File: config.mk
export PLATFORM = sky130hd
export DESIGN_NAME = dump_loader
export DESIGN_NICKNAME = d
export VERILOG_FILES = /design/src/rtl/dump_loader.sv
export SDC_FILE = /design/constraint.sdc
export NUM_CORES = 1
export LEC_CHECK = 0
export ABC_AREA = 1
export CORE_UTILIZATION = 43
export DETAILED_ROUTE_END_ITERATION = 16
export DONT_BUFFER_PORTS = 1
export HOLD_SLACK_MARGIN = 0.08
export SLEW_MARGIN = 5
export SYNTH_ARGS = -nofsm -noshare
export SYNTH_HDL_FRONTEND = slang
export SYNTH_SLANG_ARGS = --single-unit
File: constraint.sdc
create_clock -name sysclk -period 5.1 [get_ports sysclk]
set_input_delay 0.765 -clock sysclk [delete_from_list [all_inputs] [get_ports sysclk]]
set_output_delay 0.765 -clock sysclk [all_outputs]
set_load 0.01 [all_outputs]
File: src/rtl/dump_loader.sv
// dump_loader: streams a cartridge dump from the sector store into the
// PRG/CHR regions of cartridge memory while holding the console in reset.
module dump_loader #(
  parameter int                ADDR_W   = 23,
  parameter logic [ADDR_W-1:0] CHR_BASE = 23'h400000
) (
  input  logic              sysclk,
  input  logic              reset,
  input  logic              load_dump,
  input  logic [31:0]       dump_offset,
  input  logic [15:0]       dump_prg_len,
  input  logic [15:0]       dump_chr_len,
  output logic              sd_req,
  output logic [31:0]       sd_sector,
  input  logic              sd_ack,
  input  logic              sd_valid,
  input  logic [7:0]        sd_data,
  output logic              sd_ready,
  input  logic              sd_done,
  input  logic              sd_err,
  output logic              mem_wr,
  output logic [ADDR_W-1:0] mem_addr,
  output logic [7:0]        mem_data,
  input  logic              mem_ack,
  output logic              loading,
  output logic              load_done,
  output logic              load_err
);

  typedef enum logic [2:0] {
    IDLE,
    REQ,
    STREAM,
    CHECK,
    DONE,
    ERR
  } state_t;

  state_t            state_q, state_d;
  logic [31:0]       off_q, off_d;
  logic [15:0]       prg_q, prg_d;
  logic [15:0]       chr_q, chr_d;
  logic [15:0]       sec_q, sec_d;
  logic [15:0]       loc_q, loc_d;
  logic              phase_q, phase_d;
  logic [9:0]        cnt_q, cnt_d;
  logic              pend_q, pend_d;
  logic [7:0]        dat_q, dat_d;
  logic [ADDR_W-1:0] adr_q, adr_d;
  logic              err_q, err_d;

  logic              accept;
  logic              full;
  logic              empty_dump;
  logic [15:0]       cur_len;
  logic [15:0]       loc_nx;
  logic [ADDR_W-1:0] base;

  assign sd_ready   = (state_q == STREAM) && !pend_q;
  assign accept     = sd_valid && sd_ready;
  assign full       = (cnt_q == 10'd512);
  assign empty_dump = (prg_q == 16'd0) && (chr_q == 16'd0);
  assign cur_len    = phase_q ? chr_q : prg_q;
  assign loc_nx     = loc_q + 16'd1;
  assign base       = phase_q ? CHR_BASE : '0;

  always_comb begin
    state_d = state_q;
    off_d   = off_q;
    prg_d   = prg_q;
    chr_d   = chr_q;
    sec_d   = sec_q;
    loc_d   = loc_q;
    phase_d = phase_q;
    cnt_d   = cnt_q;
    pend_d  = pend_q;
    dat_d   = dat_q;
    adr_d   = adr_q;
    if (mem_ack) pend_d = 1'b0;
    unique case (state_q)
      IDLE, ERR: begin
        if (load_dump) begin
          off_d   = dump_offset;
          prg_d   = dump_prg_len;
          chr_d   = dump_chr_len;
          sec_d   = '0;
          loc_d   = '0;
          cnt_d   = '0;
          phase_d = (dump_prg_len == 16'd0);
          // an empty dump still takes one cycle through CHECK
          if (dump_prg_len == 16'd0 && dump_chr_len == 16'd0)
            state_d = CHECK;
          else
            state_d = REQ;
        end
      end
      REQ: begin
        if (sd_err)      state_d = ERR;
        else if (sd_ack) state_d = STREAM;
      end
      STREAM: begin
        if (accept && !full) begin
          pend_d = 1'b1;
          dat_d  = sd_data;
          adr_d  = base + ADDR_W'({loc_q, 9'b0})
                 + ADDR_W'(cnt_q);
          cnt_d  = cnt_q + 10'd1;
        end
        if (sd_err || (accept && full))
          state_d = ERR;
        else if (sd_done)
          state_d = CHECK;
      end
      CHECK: begin
        if (!pend_q) begin
          if (empty_dump) begin
            state_d = DONE;
          end else if (!full) begin
            state_d = ERR;
          end else begin
            cnt_d = '0;
            sec_d = sec_q + 16'd1;
            loc_d = loc_nx;
            if (loc_nx < cur_len) begin
              state_d = REQ;
            end else if (!phase_q && chr_q != 16'd0) begin
              phase_d = 1'b1;
              loc_d   = '0;
              state_d = REQ;
            end else begin
              state_d = DONE;
            end
          end
        end
      end
      DONE:    state_d = IDLE;
      default: state_d = IDLE;
    endcase
    err_d = (state_d == ERR);
  end

  always_ff @(posedge sysclk or negedge reset) begin
    if (!reset) begin
      state_q <= IDLE;
      off_q   <= '0;
      prg_q   <= '0;
      chr_q   <= '0;
      sec_q   <= '0;
      loc_q   <= '0;
      phase_q <= 1'b0;
      cnt_q   <= '0;
      pend_q  <= 1'b0;
      dat_q   <= '0;
      adr_q   <= '0;
      err_q   <= 1'b0;
    end else begin
      state_q <= state_d;
      off_q   <= off_d;
      prg_q   <= prg_d;
      chr_q   <= chr_d;
      sec_q   <= sec_d;
      loc_q   <= loc_d;
      phase_q <= phase_d;
      cnt_q   <= cnt_d;
      pend_q  <= pend_d;
      dat_q   <= dat_d;
      adr_q   <= adr_d;
      err_q   <= err_d;
    end
  end

  assign sd_req    = (state_q == REQ);
  assign sd_sector = off_q + 32'(sec_q);
  assign mem_wr    = pend_q;
  assign mem_addr  = adr_q;
  assign mem_data  = dat_q;
  assign load_done = (state_q == DONE);
  assign load_err  = err_q;
  assign loading   = (state_q == REQ)
                  || (state_q == STREAM)
                  || (state_q == ERR)
                  || ((state_q == CHECK) && !empty_dump);

endmodule
==> results of run 1 <==
-- kinds of logic after synthesis --
group                    count (synthesis)  synth area share
AND/OR/NAND/NOR                        430            0.2233
AO/OA/AOI/OAI                          170            0.1097
buffers and inverters                  146           0.06656
flip-flops                             143            0.4258
XOR/XNOR                                66           0.06879
adder cells (fa/ha/maj)                 38           0.05747
multiplexers                            36           0.04824
-- through the flow --
step | std cells | area, um^2
final | 1292 | 9249
after global routing | 1292 | 9249
after CTS | 1292 | 9249
after detailed placement | 1260 | 8625
after global placement | 1260 | 8625
after floorplan | 1029 | 8403
-- worst max-delay path, delay by kind of cell (launching register included) --
family / cells / cell delay [ns]
buf+inv: 1 / 0.06
simple gates: 1 / 0.33
xor+xnor: 1 / 0.26
fa+ha+maj: 2 / 0.60
flops: 1 / 0.44
compound gates: 4 / 1.33
-- area by class of cell --
class                           instances  area, um^2
Fill cell                            1838        9707
Multi-Input combinational cell        740        4273
Sequential cell                       143        3578
Clock buffer                           20       456.7
Inverter                              115       432.9
Tap cell                              260       325.3
Clock inverter                         11       140.1
Timing Repair Buffer                    3       42.54
-- flip-flops by register name (all words and copies together) (netlist names) --
| name | cells |
|---|---|
| chr_q | 16 |
| cnt_q | 10 |
| load_err | 1 |
| loc_q | 16 |
| mem_addr | 23 |
| mem_data | 8 |
| mem_wr | 1 |
| off_q | 32 |
| phase_q | 1 |
| prg_q | 16 |
| sec_q | 16 |
| state_q | 3 |
-- placed cells by master, fill, tap and decap left out, types with 2 or more instances in the layout --
| master | n |
|---|---|
| a21boi_0 | 3 |
| a21oi_1 | 46 |
| a31oi_1 | 2 |
| buf_4 | 2 |
| bufinv_16 | 3 |
| clkbuf_16 | 17 |
| clkbuf_8 | 2 |
| clkinv_2 | 5 |
| clkinvlp_4 | 4 |
| dfrtp_1 | 143 |
| ha_1 | 37 |
| inv_1 | 110 |
| inv_2 | 4 |
| mux2_2 | 36 |
| nand2_1 | 219 |
| nand3_1 | 51 |
| nand4_1 | 25 |
| nor2_1 | 88 |
| nor2_4 | 2 |
| nor3_1 | 20 |
| nor3_4 | 2 |
| nor4_1 | 14 |
| o2111ai_1 | 2 |
| o21ai_0 | 91 |
| o21ai_1 | 4 |
| o21bai_1 | 2 |
| o22ai_1 | 2 |
| o31ai_1 | 13 |
| xnor2_1 | 21 |
| xor2_1 | 45 |
-- worst max-delay path by stage --
stage	depth (start not counted)	startpoint	end	slack (ns)
after floorplan	9	sec_q[0]	sd_sector[26]	1.87
after global placement	9	sec_q[0]	sd_sector[26]	1.45
after detailed placement	9	sec_q[0]	sd_sector[26]	1.39
after CTS	9	sec_q[0]	sd_sector[26]	0.90
after global routing	10	sec_q[0]	sd_sector[30]	0.64
final	9	sec_q[0]	sd_sector[26]	0.88
-- power by group through the flow --
stage | combinational [uW] | clock (uW) | sequential (uW)
after floorplan | 1420 | 0 | 1700
after global placement | 1670 | 0 | 1800
after detailed placement | 1700 | 0 | 1810
after CTS | 1730 | 1300 | 1790
after global routing | 1930 | 1340 | 1840
final | 1710 | 1270 | 1790
-- per-layer routing --
| metal | track usage | vias up |
|---|---|---|
| li1 | - | 3400 |
| met1 | 0.3031 | 3148 |
| met2 | 0.3057 | 156 |
| met3 | 0.05771 | 23 |
| met4 | 0.06565 | 0 |
| met5 | 0 | - |
==> results.cfg, run 1 <==
[outcome]
status = completed

[run]
maxCapViolations = 0

[sta]
fin_crit_ns = 4.223
max_freq_mhz = 236.8
holdWs_ns = 0.2588
hold_violations = 0
setup_violations = 0
slew_headroom = 0.3915
rsz0062_at_grt = false
worst_pin_slew_ns = 0.9128
setup_slack_ns = 0.8773
drv_slew = 0
fin_crit_sh = 0.8280
final.setup.tns_ns = 0
finClkSkew_ns = 0.007245

[detailed_routing]
postRouteAntennaNets = 0
top_layer = met4
vias = 6727
wl_per_cell_um = 15.71
drt-initial-drc-count = 467
drc = 0
drt-vias-per-instance = 5.207
wl_um = 20290
dr.pass1.iters = 4
wl_met3_um = 1254
wl_met1_um = 9922
wl_met2_um = 8781

[worst_setup_path]
cpMostUsedCell = o21ai_0
worstSetupStartpointType = register
critical_path_required_ns = 4.34
r2r-end = loc_q[0]
worst_ep_arrival_time_ns = 3.46
reg2reg_depth = 16
crit_chain = ha_1 -> inv_1 -> fa_1 -> o21ai_0 -> a21boi_0 -> o21ai_0 -> a21oi_1 -> or2_2 -> xnor2_1
worst-r2r-setup-slack_ns = 1.63
slowest_stage = dfrtp_1
endpoint_kind = output port
critPathMaxFanout = 6
crit_path_max_incr_delay_ns = 0.44
crit_type = register to output port
timing.rr.start = loc_q[0]

[final_layout]
antenna_cells = 0
area_delta_synth_final_pct = 10.07
nets = 1138
drive_above_1_share = 0.08236
post-route-util = 0.4879

[power_and_ir_drop]
p_int_uw = 2863
power_frac_comb = 0.359
total_power_uw = 4776
p_switching_uw = 1913
netSwitchingFraction = 0.4005
cellPowerDensity_nw_per_um2 = 516.3
pwr-share-clk = 0.267
ir_worst_vdd_mv = 0.2942
p_leak_uw = 0.004308
sequentialPowerShare = 0.374

[place]
dp_slack_ns = 1.386
gp_congestion = 0.9080
portBuffers = 0
dpl.hpwl_um = 15050

[global_routing]
grt_overflow = 0
antenna_found_initial = 0
grt_pass1_vias = 6281
grt_max_degree = 144
grt_use_total = 0.2106
grt_pass1_wl_um = 32840

[floorplan]
die_x_um = 141.8
core_area_um2 = 18960
start_util = 0.4433
die_area_um2 = 20100
die_y_um = 141.8
num_rows = 50
ios = 149

[synth]
synth_flop_cell = dfrtp_1
yosys.area.top_type_share = 0.4258
synthTopCellsByCount = 220 x nand2_1, 143 x dfrtp_1, 110 x inv_1
avgSynthCellArea_um2 = 8.166
synth.largest_area_cell = dfrtp_1
yosysMostFrequentCell = nand2_1
ys_ff_latch = 143
yosysWarnings = 0
async_flop_share = 1.000
seq_area_frac_synth = 0.4258
synth_nets = 1147
syn_inst = 1029
yosys-top-cells-area = dfrtp_1 43%, nand2_1 9.8%, ha_1 5.5%
synth_cell_type_count = 44
synth_edf_count = 0
syn_area_um2 = 8403

[cts]
numCtsBuffers = 17
post_cts_resize_count = 0
clkSinkCount = 143
cts_setup_buffers = 0
cts_tree = done
hold_buffers = 1
ctsLongestPathBuffers = 2
root_buffer = clkbuf_16
clk_pin_slew_ns = 0.06
htree_levels = 4
clk_latency_ns = 0.43

[min_path]
hold_path_class = primary input to asynchronous set/reset pin
Note: power is estimated with default switching activity, not from simulation.
==> inputs of run 2 (changes only) <==
==> constraint.sdc (replaced) <==
create_clock -name sysclk -period 3.9 [get_ports sysclk]
set_input_delay 0.585 -clock sysclk [delete_from_list [all_inputs] [get_ports sysclk]]
set_output_delay 0.585 -clock sysclk [all_outputs]
set_load 0.01 [all_outputs]
==> run 2 against run 1 <==
Effect of this change: the run now ends with negative hold slack left; die area unchanged; first-iteration DRC count rose by 10%; sequential share of layout area fell by 0.057 points.
==> results.cfg, run 2 (synthesized netlist as in run 1, its figures left out) <==
[worst_setup_path]
worstSetupStartpointType = register
worst_ep_arrival_time_ns = 3.07
reg2reg_depth = 17
worst-r2r-setup-slack_ns = 0.60
crit_type = register to output port
endpoint_kind = output port
r2r-end = loc_q[10]
timing.rr.start = loc_q[0]
critPathMaxFanout = 6
critical_path_required_ns = 3.31

[run]
maxCapViolations = 0

[detailed_routing]
drt-initial-drc-count = 514
drt-vias-per-instance = 5.229
dr.pass1.iters = 7
wl_per_cell_um = 15.53
postRouteAntennaNets = 0
vias = 6771
wl_um = 20110
drc = 0

[outcome]
violations = negative hold slack
status = finished, violations left

[sta]
slew_headroom = 0.4093
max_freq_mhz = 273.9
hold_violations = 143
worst_pin_slew_ns = 0.8860
final.setup.tns_ns = 0
setup_slack_ns = 0.2487
fin_crit_sh = 0.9362
finClkSkew_ns = 0.01002
holdWs_ns = -0.1398
setup_violations = 0
fin_crit_ns = 3.651
drv_slew = 0
rsz0062_at_grt = false

[global_routing]
grt_use_total = 0.2085
grt_pass1_vias = 6313
antenna_found_initial = 0
gr-usage-met3 = 0.06007
grt_overflow = 0
grt_pass1_wl_um = 32960
grt_max_degree = 144
met1_usage = 0.3022
use_met2 = 0.2971
busiest_layer = met1

[cts]
clk_latency_ns = 0.42
cts_tree = done
clk_pin_slew_ns = 0.06
numCtsBuffers = 17
ctsLongestPathBuffers = 2
htree_levels = 4
clkSinkCount = 143
root_buffer = clkbuf_16

[power_and_ir_drop]
ir_worst_vdd_mv = 0.3931
cellPowerDensity_nw_per_um2 = 675.5
p_leak_uw = 0.004322
netSwitchingFraction = 0.3992
pwr-share-clk = 0.271
sequentialPowerShare = 0.375
power_frac_comb = 0.354
p_int_uw = 3759
p_switching_uw = 2498

[floorplan]
die_y_um = 141.8
die_area_um2 = 20100
start_util = 0.4433
ios = 149
core_area_um2 = 18960
die_x_um = 141.8
num_rows = 50

[final_layout]
post-route-util = 0.4886
final_cell_mix = 219 x nand2_1, 143 x dfrtp_1, 110 x inv_1, 90 x o21ai_0, 88 x nor2_1
drive_above_1_share = 0.08599
antenna_cells = 0
area_delta_synth_final_pct = 10.23
regMostFlops = off_q
largest_reg_flops = 32
layout_commonest_cell = nand2_1
nets = 1140

[place]
dpl.hpwl_um = 14980
portBuffers = 0
dp_slack_ns = 0.5984
gp_congestion = 0.8934

[min_path]
hold_path_class = primary input to asynchronous set/reset pin
-- run 2: how the worst max path moves through the flow --
stage          startpoint            end  slack [ns]  depth (start not counted)
2_1_floorplan    sec_q[0]  sd_sector[26]        0.85                          9
4_1_cts          sec_q[0]  sd_sector[26]        0.12                         10
5_1_grt          sec_q[0]  sd_sector[30]        0.01                         11
3_5_place_dp     sec_q[0]  sd_sector[26]        0.60                         10
3_3_place_gp     sec_q[0]  sd_sector[26]        0.64                         10
6_report         sec_q[0]  sd_sector[30]        0.25                         11
-- run 2: through the flow --
stage / total power [uW] / instance area [um^2] / instances
floorplan: 4082 / 8403 / 1029
global placement: 4552 / 8647 / 1263
detailed placement: 4584 / 8647 / 1263
CTS: 6305 / 9263 / 1295
global route: 6705 / 9263 / 1295
finish: 6257 / 9263 / 1295
-- run 2: power by group through the flow --
| stage | clock, uW | sequential (uW) | combinational, uW |
|---|---|---|---|
| after floorplan | 0 | 2220 | 1860 |
| after global placement | 0 | 2360 | 2190 |
| after detailed placement | 0 | 2370 | 2220 |
| after CTS | 1730 | 2350 | 2230 |
| after global routing | 1800 | 2420 | 2490 |
| final | 1700 | 2350 | 2220 |
-- run 2: area by class of cell --
cell class	count	area, um^2
clock buffer	19	452.9
clock inverter	13	162.7
fill	1858	9693
inverter	115	432.9
multi-input combinational	740	4273
sequential	143	3578
tap	260	325.3
timing repair buffer	5	37.54
-- run 2: what timing repair did --
item	in CTS	in global routing
setup buffers	0	0
resized for setup	0	1
endpoints found under the hold margin	143	143
setup endpoints to repair	0	3
-- run 2: worst max-delay path, cell delays in order (launching register included) --
cell and delay, ns:
dfrtp_1 0.44, ha_1 0.21, inv_1 0.05, fa_1 0.39, o21ai_0 0.20, buf_4 0.16
a21boi_0 0.14, o21ai_1 0.27, a21oi_1 0.19, nor2_1 0.21, nand2_1 0.10, xnor2_1 0.27
-- run 2: metal layers --
layer  vias to the layer above  wire length (um)
li1                       3400                 -
met1                      3152              9772
met2                       195              8593
met3                        24              1390
met4                         0               358
met5                         -                 0
